### src/rtl/ex_stage_muldiv_if.sv
// rtl/ex_stage_muldiv_if.sv - execute-stage operand/control bundle and results
//
// Purpose : groups every non-clock signal of ex_stage_muldiv.
// Ports   : master = decode/hazard side (drives operands and controls,
//           reads results); slave = execute stage.
//           validE, FlushE, RD1E, RD2E, PCE, ImmExtE, ResultW, ALUResultM,
//           ForwardAE, ForwardBE, SrcAsrcE, ALUSrcE, ALUControlE, MulDivE,
//           funct3E, BranchE, JumpE, JumpRegE -> execute stage
//           ALUResultE, WriteDataE, PCSrcE, PCTargetE, StallEX <- execute stage
interface ex_stage_muldiv_if #(
   parameter int XLEN = 32
);
   logic            validE;
   logic            FlushE;
   logic [XLEN-1:0] RD1E;
   logic [XLEN-1:0] RD2E;
   logic [XLEN-1:0] PCE;
   logic [XLEN-1:0] ImmExtE;
   logic [XLEN-1:0] ResultW;
   logic [XLEN-1:0] ALUResultM;
   logic [1:0]      ForwardAE;
   logic [1:0]      ForwardBE;
   logic            SrcAsrcE;
   logic            ALUSrcE;
   logic [3:0]      ALUControlE;
   logic            MulDivE;
   logic [2:0]      funct3E;
   logic            BranchE;
   logic            JumpE;
   logic            JumpRegE;
   logic [XLEN-1:0] ALUResultE;
   logic [XLEN-1:0] WriteDataE;
   logic            PCSrcE;
   logic [XLEN-1:0] PCTargetE;
   logic            StallEX;

   modport master (
      output validE, FlushE, RD1E, RD2E, PCE, ImmExtE, ResultW, ALUResultM,
             ForwardAE, ForwardBE, SrcAsrcE, ALUSrcE, ALUControlE, MulDivE,
             funct3E, BranchE, JumpE, JumpRegE,
      input  ALUResultE, WriteDataE, PCSrcE, PCTargetE, StallEX
   );

   modport slave (
      input  validE, FlushE, RD1E, RD2E, PCE, ImmExtE, ResultW, ALUResultM,
             ForwardAE, ForwardBE, SrcAsrcE, ALUSrcE, ALUControlE, MulDivE,
             funct3E, BranchE, JumpE, JumpRegE,
      output ALUResultE, WriteDataE, PCSrcE, PCTargetE, StallEX
   );
endinterface

### src/rtl/ex_stage_muldiv.sv
// rtl/ex_stage_muldiv.sv - RISC-V execute stage with multi-cycle M-extension unit
//
// Purpose : combinational forwarding/ALU/branch path plus an IDLE/BUSY/DONE
//           multiply/divide unit that stalls the front of the pipe.
// Ports   : clk   - clock, rising edge
//           reset - asynchronous, active-high
//           bus   - ex_stage_muldiv_if.slave (operands, controls, results)
// Config  : EX_STAGE_FAST_MUL_EN - when defined, MUL/MULH/MULHSU/MULHU use a
//           single-cycle multiplier instead of the bit-serial one.
// ALU ops : 0 add, 1 sub, 2 and, 3 or, 4 xor, 5 slt, 6 sltu, 7 sll,
//           8 srl, 9 sra, 10 pass SrcB.
// Branch  : funct3E selects beq/bne/blt/bge/bltu/bgeu.
module ex_stage_muldiv #(
   parameter int XLEN = 32
) (
   input  logic             clk,
   input  logic             reset,
   ex_stage_muldiv_if.slave bus
);
   localparam int CW = $clog2(XLEN);

   typedef enum logic [1:0] {S_IDLE, S_BUSY, S_DONE} state_t;

   state_t              state;
   logic [XLEN-1:0]     fwd_a, fwd_b, src_a, src_b, alu_out;
   logic                taken;

   // ---------------- forwarding and operand selection ----------------
   always_comb begin
      case (bus.ForwardAE)
         2'b01:   fwd_a = bus.ResultW;
         2'b10:   fwd_a = bus.ALUResultM;
         default: fwd_a = bus.RD1E;
      endcase
      case (bus.ForwardBE)
         2'b01:   fwd_b = bus.ResultW;
         2'b10:   fwd_b = bus.ALUResultM;
         default: fwd_b = bus.RD2E;
      endcase
   end

   assign src_a = bus.SrcAsrcE ? bus.PCE     : fwd_a;
   assign src_b = bus.ALUSrcE  ? bus.ImmExtE : fwd_b;

   // ---------------- ALU ----------------
   always_comb begin
      alu_out = '0;
      case (bus.ALUControlE)
         4'd0:    alu_out = src_a + src_b;
         4'd1:    alu_out = src_a - src_b;
         4'd2:    alu_out = src_a & src_b;
         4'd3:    alu_out = src_a | src_b;
         4'd4:    alu_out = src_a ^ src_b;
         4'd5:    alu_out = {{(XLEN-1){1'b0}}, $signed(src_a) < $signed(src_b)};
         4'd6:    alu_out = {{(XLEN-1){1'b0}}, src_a < src_b};
         4'd7:    alu_out = src_a << src_b[CW-1:0];
         4'd8:    alu_out = src_a >> src_b[CW-1:0];
         4'd9:    alu_out = $signed(src_a) >>> src_b[CW-1:0];
         4'd10:   alu_out = src_b;
         default: alu_out = '0;
      endcase
   end

   // ---------------- branch / jump ----------------
   always_comb begin
      taken = 1'b0;
      case (bus.funct3E)
         3'b000:  taken = (fwd_a == fwd_b);
         3'b001:  taken = (fwd_a != fwd_b);
         3'b100:  taken = ($signed(fwd_a) <  $signed(fwd_b));
         3'b101:  taken = ($signed(fwd_a) >= $signed(fwd_b));
         3'b110:  taken = (fwd_a <  fwd_b);
         3'b111:  taken = (fwd_a >= fwd_b);
         default: taken = 1'b0;
      endcase
   end

   assign bus.PCSrcE     = (bus.BranchE & taken) | bus.JumpE;
   assign bus.PCTargetE  = (bus.JumpRegE ? src_a : bus.PCE) + bus.ImmExtE;
   assign bus.WriteDataE = fwd_b;

   // ---------------- M-unit issue decode ----------------
   logic                m_req, issue, is_div, sgn_a, sgn_b, neg_a, neg_b;
   logic                div_zero, div_ovf;
   logic [XLEN-1:0]     mag_a, mag_b;
   localparam logic [XLEN-1:0] MIN_INT = {1'b1, {(XLEN-1){1'b0}}};

   assign m_req  = bus.validE & bus.MulDivE & ~bus.FlushE;
   assign issue  = m_req & (state == S_IDLE);
   assign bus.StallEX = m_req & (state != S_DONE);

   assign is_div = bus.funct3E[2];
   // DIV/REM signed on both sides; MULH signed both, MULHSU signed rs1 only.
   // MUL is treated unsigned: the low half is sign-independent.
   assign sgn_a  = is_div ? ~bus.funct3E[0]
                          : (bus.funct3E[1:0] == 2'b01) | (bus.funct3E[1:0] == 2'b10);
   assign sgn_b  = is_div ? ~bus.funct3E[0] : (bus.funct3E[1:0] == 2'b01);
   assign neg_a  = sgn_a & fwd_a[XLEN-1];
   assign neg_b  = sgn_b & fwd_b[XLEN-1];
   assign mag_a  = neg_a ? -fwd_a : fwd_a;
   assign mag_b  = neg_b ? -fwd_b : fwd_b;

   assign div_zero = is_div & (fwd_b == '0);
   assign div_ovf  = is_div & ~bus.funct3E[0] & (fwd_a == MIN_INT) & (fwd_b == '1);

`ifdef EX_STAGE_FAST_MUL_EN
   logic [2*XLEN-1:0]   fprod, fprod_s;
   logic [XLEN-1:0]     fast_res;
   assign fprod    = {{XLEN{1'b0}}, mag_a} * {{XLEN{1'b0}}, mag_b};
   assign fprod_s  = (neg_a ^ neg_b) ? -fprod : fprod;
   assign fast_res = (bus.funct3E[1:0] == 2'b00) ? fprod_s[XLEN-1:0]
                                                 : fprod_s[2*XLEN-1:XLEN];
`endif

   // ---------------- M-unit datapath registers ----------------
   // work_hi/work_lo hold remainder/quotient for divide and the running
   // upper/lower product halves for multiply.
   logic [2:0]          f3_r;
   logic                neg_p_r, neg_r_r;
   logic [XLEN-1:0]     opb_r, work_hi, work_lo, res_r;
   logic [CW-1:0]       cnt;

   logic [XLEN:0]       rs, diff, sum;
   logic [XLEN-1:0]     hi_n, lo_n, q_fix, r_fix, fin;
   logic [2*XLEN-1:0]   prod, prod_s;

   always_comb begin
      rs   = {work_hi, work_lo[XLEN-1]};
      diff = rs - {1'b0, opb_r};
      sum  = {1'b0, work_hi} + (work_lo[0] ? {1'b0, opb_r} : '0);
      hi_n = '0;
      lo_n = '0;
      if (f3_r[2]) begin
         // Restoring division: a borrow out of diff means the trial
         // subtraction failed, so keep the shifted remainder.
         if (diff[XLEN]) begin
            hi_n = rs[XLEN-1:0];
            lo_n = {work_lo[XLEN-2:0], 1'b0};
         end else begin
            hi_n = diff[XLEN-1:0];
            lo_n = {work_lo[XLEN-2:0], 1'b1};
         end
      end else begin
         // Shift-add multiply: low half shifts out multiplier bits and
         // shifts in product bits.
         hi_n = sum[XLEN:1];
         lo_n = {sum[0], work_lo[XLEN-1:1]};
      end

      q_fix  = neg_p_r ? -lo_n : lo_n;
      r_fix  = neg_r_r ? -hi_n : hi_n;
      prod   = {hi_n, lo_n};
      prod_s = neg_p_r ? -prod : prod;

      if (f3_r[2])
         fin = f3_r[1] ? r_fix : q_fix;
      else if (f3_r[1:0] == 2'b00)
         fin = prod_s[XLEN-1:0];
      else
         fin = prod_s[2*XLEN-1:XLEN];
   end

   // ---------------- M-unit FSM ----------------
   always_ff @(posedge clk or posedge reset) begin
      if (reset) begin
         state   <= S_IDLE;
         f3_r    <= '0;
         neg_p_r <= 1'b0;
         neg_r_r <= 1'b0;
         opb_r   <= '0;
         work_hi <= '0;
         work_lo <= '0;
         res_r   <= '0;
         cnt     <= '0;
      end else begin
         case (state)
            S_IDLE: begin
               if (issue) begin
                  f3_r    <= bus.funct3E;
                  neg_p_r <= neg_a ^ neg_b;
                  neg_r_r <= neg_a;
                  opb_r   <= mag_b;
                  work_hi <= '0;
                  work_lo <= mag_a;
                  cnt     <= '0;
                  if (div_zero) begin
                     res_r <= bus.funct3E[1] ? fwd_a : '1;
                     state <= S_DONE;
                  end else if (div_ovf) begin
                     res_r <= bus.funct3E[1] ? '0 : fwd_a;
                     state <= S_DONE;
                  end
`ifdef EX_STAGE_FAST_MUL_EN
                  else if (!is_div) begin
                     res_r <= fast_res;
                     state <= S_DONE;
                  end
`endif
                  else begin
                     state <= S_BUSY;
                  end
               end
            end
            S_BUSY: begin
               if (bus.FlushE) begin
                  state <= S_IDLE;
               end else begin
                  work_hi <= hi_n;
                  work_lo <= lo_n;
                  if (cnt == CW'(XLEN-1)) begin
                     res_r <= fin;
                     state <= S_DONE;
                  end else begin
                     cnt <= cnt + CW'(1);
                  end
               end
            end
            S_DONE:  state <= S_IDLE;
            default: state <= S_IDLE;
         endcase
      end
   end

   // A flushed DONE cycle shows the plain ALU value: the M result is dropped.
   assign bus.ALUResultE = ((state == S_DONE) && !bus.FlushE) ? res_r : alu_out;

endmodule

### src/flat_wrapper.sv
// flat-port wrapper written by rule: the top's interface ports become plain ports
module ex_stage_muldiv_flat 
#(
   parameter int XLEN = 32
)
  (clk, reset, bus_validE, bus_FlushE, bus_RD1E, bus_RD2E, bus_PCE, bus_ImmExtE, bus_ResultW, bus_ALUResultM, bus_ForwardAE, bus_ForwardBE, bus_SrcAsrcE, bus_ALUSrcE, bus_ALUControlE, bus_MulDivE, bus_funct3E, bus_BranchE, bus_JumpE, bus_JumpRegE, bus_ALUResultE, bus_WriteDataE, bus_PCSrcE, bus_PCTargetE, bus_StallEX);
  ex_stage_muldiv_if #(.XLEN(XLEN)) bus_i ();
  input  logic clk;
  input  logic reset;
  input wire logic [$bits(bus_i.validE)-1:0] bus_validE;
  input wire logic [$bits(bus_i.FlushE)-1:0] bus_FlushE;
  input wire logic [$bits(bus_i.RD1E)-1:0] bus_RD1E;
  input wire logic [$bits(bus_i.RD2E)-1:0] bus_RD2E;
  input wire logic [$bits(bus_i.PCE)-1:0] bus_PCE;
  input wire logic [$bits(bus_i.ImmExtE)-1:0] bus_ImmExtE;
  input wire logic [$bits(bus_i.ResultW)-1:0] bus_ResultW;
  input wire logic [$bits(bus_i.ALUResultM)-1:0] bus_ALUResultM;
  input wire logic [$bits(bus_i.ForwardAE)-1:0] bus_ForwardAE;
  input wire logic [$bits(bus_i.ForwardBE)-1:0] bus_ForwardBE;
  input wire logic [$bits(bus_i.SrcAsrcE)-1:0] bus_SrcAsrcE;
  input wire logic [$bits(bus_i.ALUSrcE)-1:0] bus_ALUSrcE;
  input wire logic [$bits(bus_i.ALUControlE)-1:0] bus_ALUControlE;
  input wire logic [$bits(bus_i.MulDivE)-1:0] bus_MulDivE;
  input wire logic [$bits(bus_i.funct3E)-1:0] bus_funct3E;
  input wire logic [$bits(bus_i.BranchE)-1:0] bus_BranchE;
  input wire logic [$bits(bus_i.JumpE)-1:0] bus_JumpE;
  input wire logic [$bits(bus_i.JumpRegE)-1:0] bus_JumpRegE;
  output wire logic [$bits(bus_i.ALUResultE)-1:0] bus_ALUResultE;
  output wire logic [$bits(bus_i.WriteDataE)-1:0] bus_WriteDataE;
  output wire logic [$bits(bus_i.PCSrcE)-1:0] bus_PCSrcE;
  output wire logic [$bits(bus_i.PCTargetE)-1:0] bus_PCTargetE;
  output wire logic [$bits(bus_i.StallEX)-1:0] bus_StallEX;
  assign bus_i.validE = bus_validE;
  assign bus_i.FlushE = bus_FlushE;
  assign bus_i.RD1E = bus_RD1E;
  assign bus_i.RD2E = bus_RD2E;
  assign bus_i.PCE = bus_PCE;
  assign bus_i.ImmExtE = bus_ImmExtE;
  assign bus_i.ResultW = bus_ResultW;
  assign bus_i.ALUResultM = bus_ALUResultM;
  assign bus_i.ForwardAE = bus_ForwardAE;
  assign bus_i.ForwardBE = bus_ForwardBE;
  assign bus_i.SrcAsrcE = bus_SrcAsrcE;
  assign bus_i.ALUSrcE = bus_ALUSrcE;
  assign bus_i.ALUControlE = bus_ALUControlE;
  assign bus_i.MulDivE = bus_MulDivE;
  assign bus_i.funct3E = bus_funct3E;
  assign bus_i.BranchE = bus_BranchE;
  assign bus_i.JumpE = bus_JumpE;
  assign bus_i.JumpRegE = bus_JumpRegE;
  assign bus_ALUResultE = bus_i.ALUResultE;
  assign bus_WriteDataE = bus_i.WriteDataE;
  assign bus_PCSrcE = bus_i.PCSrcE;
  assign bus_PCTargetE = bus_i.PCTargetE;
  assign bus_StallEX = bus_i.StallEX;
  ex_stage_muldiv #(.XLEN(XLEN)) u_core (.clk(clk), .reset(reset), .bus(bus_i));
endmodule
### config.mk
export PLATFORM = sky130hd
export DESIGN_NAME = ex_stage_muldiv_flat
export DESIGN_NICKNAME = d
export VERILOG_FILES = /design/src/rtl/ex_stage_muldiv_if.sv /design/src/rtl/ex_stage_muldiv.sv /design/src/flat_wrapper.sv
export SDC_FILE = /design/constraint.sdc
export NUM_CORES = 2
export LEC_CHECK = 0
export CELL_PAD_IN_SITES_DETAIL_PLACEMENT = 0
export CELL_PAD_IN_SITES_GLOBAL_PLACEMENT = 2
export CORE_UTILIZATION = 25
export DETAILED_ROUTE_END_ITERATION = 8
export GPL_TIMING_DRIVEN = 0
export PLACE_DENSITY = 0.72
export SLEW_MARGIN = 20
export SYNTH_ARGS = -nofsm -noshare
export SYNTH_HDL_FRONTEND = slang
export SYNTH_SLANG_ARGS = --single-unit
### constraint.sdc
create_clock -name clk -period 9.4 [get_ports clk]
set_input_delay 0.94 -clock clk [delete_from_list [all_inputs] [get_ports clk]]
set_output_delay 0.94 -clock clk [all_outputs]
set_load 0.005 [all_outputs]
==> impl_metrics.json <==
{
  "status": "completed",
  "fp.dieH_um": 339.8,
  "ys_seq_area_share_pct": 12.28,
  "min_period_ns": 9.285,
  "port_buffers": 304,
  "crit_start": "bus_ForwardAE[0]",
  "gr-total-overflow": 0,
  "die_area_sq_um": 115400,
  "ctsRootBufferMaster": "clkbuf_16",
  "ir_drop_mv": 0.1474,
  "vias": 36271,
  "startpoint_type": "primary input",
  "die_x_um": 339.8,
  "cts-buffers-inserted": 17,
  "fin_cells": 6108,
  "hp-class": "reg -> reg",
  "clock_path_buffers": 2,
  "synth_top_flop_cell": "dfrtp_1",
  "crit_path_max_fanout": 10,
  "clock-sinks": 140,
  "placed_cells": 6073,
  "post_drt_wl_per_cell_um": 30.65,
  "syn-num-nets": 4711,
  "synth_edf_count": 0,
  "slew_violations": 0,
  "synth.distinct_cells": 109,
  "totalWireLength_um": 187200,
  "fillCellCount": 12618,
  "synthArstFlopShare_pct": 100.0,
  "area_delta_synth_final_pct": 20.96,
  "syn_avg_cell_area_sq_um": 6.703,
  "reg2reg_to": "u_core.res_r[12]",
  "dr.first_iter.drc_count": 4657,
  "drv_cap": 0,
  "antenna_found_initial": 8,
  "timing.fmax_mhz": 107.7,
  "dpl_cell_area_sq_um": 33670,
  "critPathRequiredTime_ns": 8.46,
  "endpoint": "bus_ALUResultE[3]",
  "p_leak_uw": 0.01414,
  "hpwl_um": 155700,
  "drive_above_1_share_pct": 5.238,
  "netlist_instances": 4255,
  "worst_pin_slew_ns": 1.259,
  "core_area_sq_um": 112800,
  "worst_r2r_path_depth": 26,
  "via_per_inst": 5.938,
  "finalHoldViolCount": 0,
  "syn_area_sq_um": 28520,
  "ys_seq_elements": 140,
  "fin_skew_ns": 0.02499,
  "hold_buffers": 0,
  "fin_area_sq_um": 34500,
  "reg2reg_from": "u_core.work_lo[31]",
  "setup_viol": 0,
  "grt_setup_unrepaired": "yes",
  "cts_tree": "yes",
  "firstDrtPassIters": 7,
  "gp_congestion": 1.022,
  "grt.total_usage_pct": 31.24,
  "detail-route-antenna-nets": 0,
  "crit_type": "in -> out",
  "end_kind": "primary output",
  "io_pins": 311,
  "initial_core_util_pct": 25.28,
  "drc": 0,
  "h-tree-depth": 4,
  "nets": 5045,
  "ys_warn_count": 0,
  "rows": 123,
  "power.density_nw_per_um2": 158.5,
  "postLayoutCoreUtil_pct": 30.58,
  "path_clk_slew_ns": 0.05,
  "clk_latency_ns": 0.48,
  "r2r_slack_ns": 1.27,
  "grt_pass1_wl_um": 262400,
  "worst_ep_arrival_time_ns": 8.35,
  "grt_max_degree": 83,
  "final.period_utilization_pct": 98.78,
  "slew_headroom_pct": 15.53,
  "grt_pass1_vias": 33824
}
registers in the layout, indices dropped and copies added, names as in the netlist:
signal,flops
u_core.neg_p_r,1
u_core.neg_r_r,1
u_core.work_lo,32
u_core.state,2
u_core.work_hi,32
u_core.res_r,32
u_core.f3_r,3
u_core.opb_r,32
u_core.cnt,5
synth_stat cells, drive strengths merged, types with 12 or more instances:
library cell,instances,share of area (%)
nor3b,13,0.36
o31ai,47,1.3
o22ai,24,0.53
a221o,33,1.2
inv,219,2.9
mux2,18,0.71
o311ai,14,0.43
o21bai,24,0.63
a211oi,53,1.5
o21ai,452,7.9
or3,35,0.79
ha,238,10
nand2b,38,0.83
o221ai,22,0.68
xor2,69,2.1
nand4,34,0.82
nor2,426,5.6
and2,56,1.2
a31oi,57,1.3
nor4,27,0.64
a21oi,412,7.3
and3,29,0.65
or2,31,0.68
clkbuf,224,3.0
o211ai,34,0.94
xnor2,157,4.8
a221oi,46,1.4
buf,60,1.0
mux2i,106,3.7
dfrtp,140,12
nand2,481,6.3
a21o,72,1.9
o21a,54,1.4
nor2b,31,0.68
a22oi,61,1.6
nor3,125,2.2
nand3,100,1.8
a211o,20,0.61
a2111oi,12,0.43
worst min path at each step:
stage / from / end / cells after the start
after floorplan: u_core.res_r[17] / u_core.res_r[17] / 2
after global placement: u_core.res_r[4] / u_core.res_r[4] / 2
after detailed placement: u_core.res_r[4] / u_core.res_r[4] / 2
after CTS: u_core.res_r[4] / u_core.res_r[4] / 2
after global routing: u_core.res_r[4] / u_core.res_r[4] / 2
final: u_core.res_r[6] / u_core.res_r[6] / 2
cell type report:
cell class | count | area (sq um) | area share [%]
Clock buffer | 19 | 442.9 | 1.284
Timing Repair Buffer | 323 | 3216 | 9.321
Buffer | 276 | 1170 | 3.391
Clock inverter | 12 | 116.4 | 0.3373
Inverter | 223 | 845.8 | 2.452
Multi-Input combinational cell | 3608 | 23310 | 67.57
Antenna cell | 7 | 17.52 | 0.05078
Tap cell | 1500 | 1877 | 5.441
Sequential cell | 140 | 3503 | 10.16
cells by family (layout without fill, tap and decap cells):
group	after synthesis	count (layout)	synth area share, %
AO/OA/AOI/OAI	1543	1543	34.56
XOR/XNOR	226	226	6.940
adder cells (fa/ha/maj)	252	252	11.11
buffers and inverters	507	853	6.896
flip-flops	140	140	12.28
multiplexers	124	124	4.431
other	0	7	0
AND/OR/NAND/NOR	1463	1463	23.78
metal layers:
layer | routed length (um) | GRT usage, % | vias up
met2 | 80860 | 48.05 | 2000
met3 | 16650 | 6.121 | 346
met5 | 65 | 0 | -
met4 | 8129 | 12.00 | 10
met1 | 81530 | 42.68 | 17746
li1 | - | - | 16169
cells in the final DEF, fill, tap and decap left out, types with 20 or more instances in the layout:
cell             count
o211ai_1            33
dfrtp_1            140
inv_1              216
a211o_1             20
a211oi_1            48
nor4_1              26
nand2_1            480
and2_1              55
o22ai_1             24
nor3_1             122
a31oi_1             57
a21o_1              72
nand3_1            100
o31ai_1             44
clkbuf_1           201
a221o_1             33
o21ai_1             57
or3_1               34
o21a_1              52
xor2_1              69
ha_1               237
mux2i_1             92
a21oi_1            408
xnor2_1            157
nor2b_1             31
nand4_1             32
nand2b_1            38
clkdlybuf4s50_1    304
o221ai_1            22
or2_2               28
a22oi_1             61
nor2_1             425
and3_1              28
o21ai_0            383
buf_2               26
a221oi_1            45
o21bai_1            24
power breakdown:
| group | switching [uW] | internal [uW] |
|---|---|---|
| sequential | 165 | 689 |
| clock | 316 | 372 |
| combinational | 2590 | 1330 |
through the flow:
step	setup WS (ns)	setup TNS, ns	power, uW	hold WS [ns]
CTS	0.03699	0	5322	0.4890
global route	-0.006755	-0.006755	5711	0.5099
detailed placement	-2.414	-45.90	4590	0.4756
finish	0.1150	0	5468	0.4930
global placement	-3.013	-68.05	4595	0.4714
floorplan	1.816	0	3029	0.4386
worst max-delay path, stage by stage:
cell,delay [ns]
clkdlybuf4s50_1,0.48
inv_1,0.05
ha_1,0.26
clkbuf_1,0.31
clkbuf_2,0.30
clkbuf_4,0.33
buf_2,0.33
inv_1,0.17
o21ai_4,0.49
o21ai_1,0.44
inv_1,0.50
nand2_1,0.09
o21ai_1,0.37
o21ai_0,0.44
a22o_1,0.37
and2_1,0.18
o21ai_0,0.30
a21oi_1,0.23
a2111oi_1,0.73
o21ai_0,0.44
clkdlybuf4s50_1,0.56
repair_timing:
action	4_1_cts	5_1_grt
setup buffers	3	2
resized for setup	55	35
setup endpoints to repair	36	19
pin swaps	3	4
No activity file was read; power rests on OpenSTA's default activity.
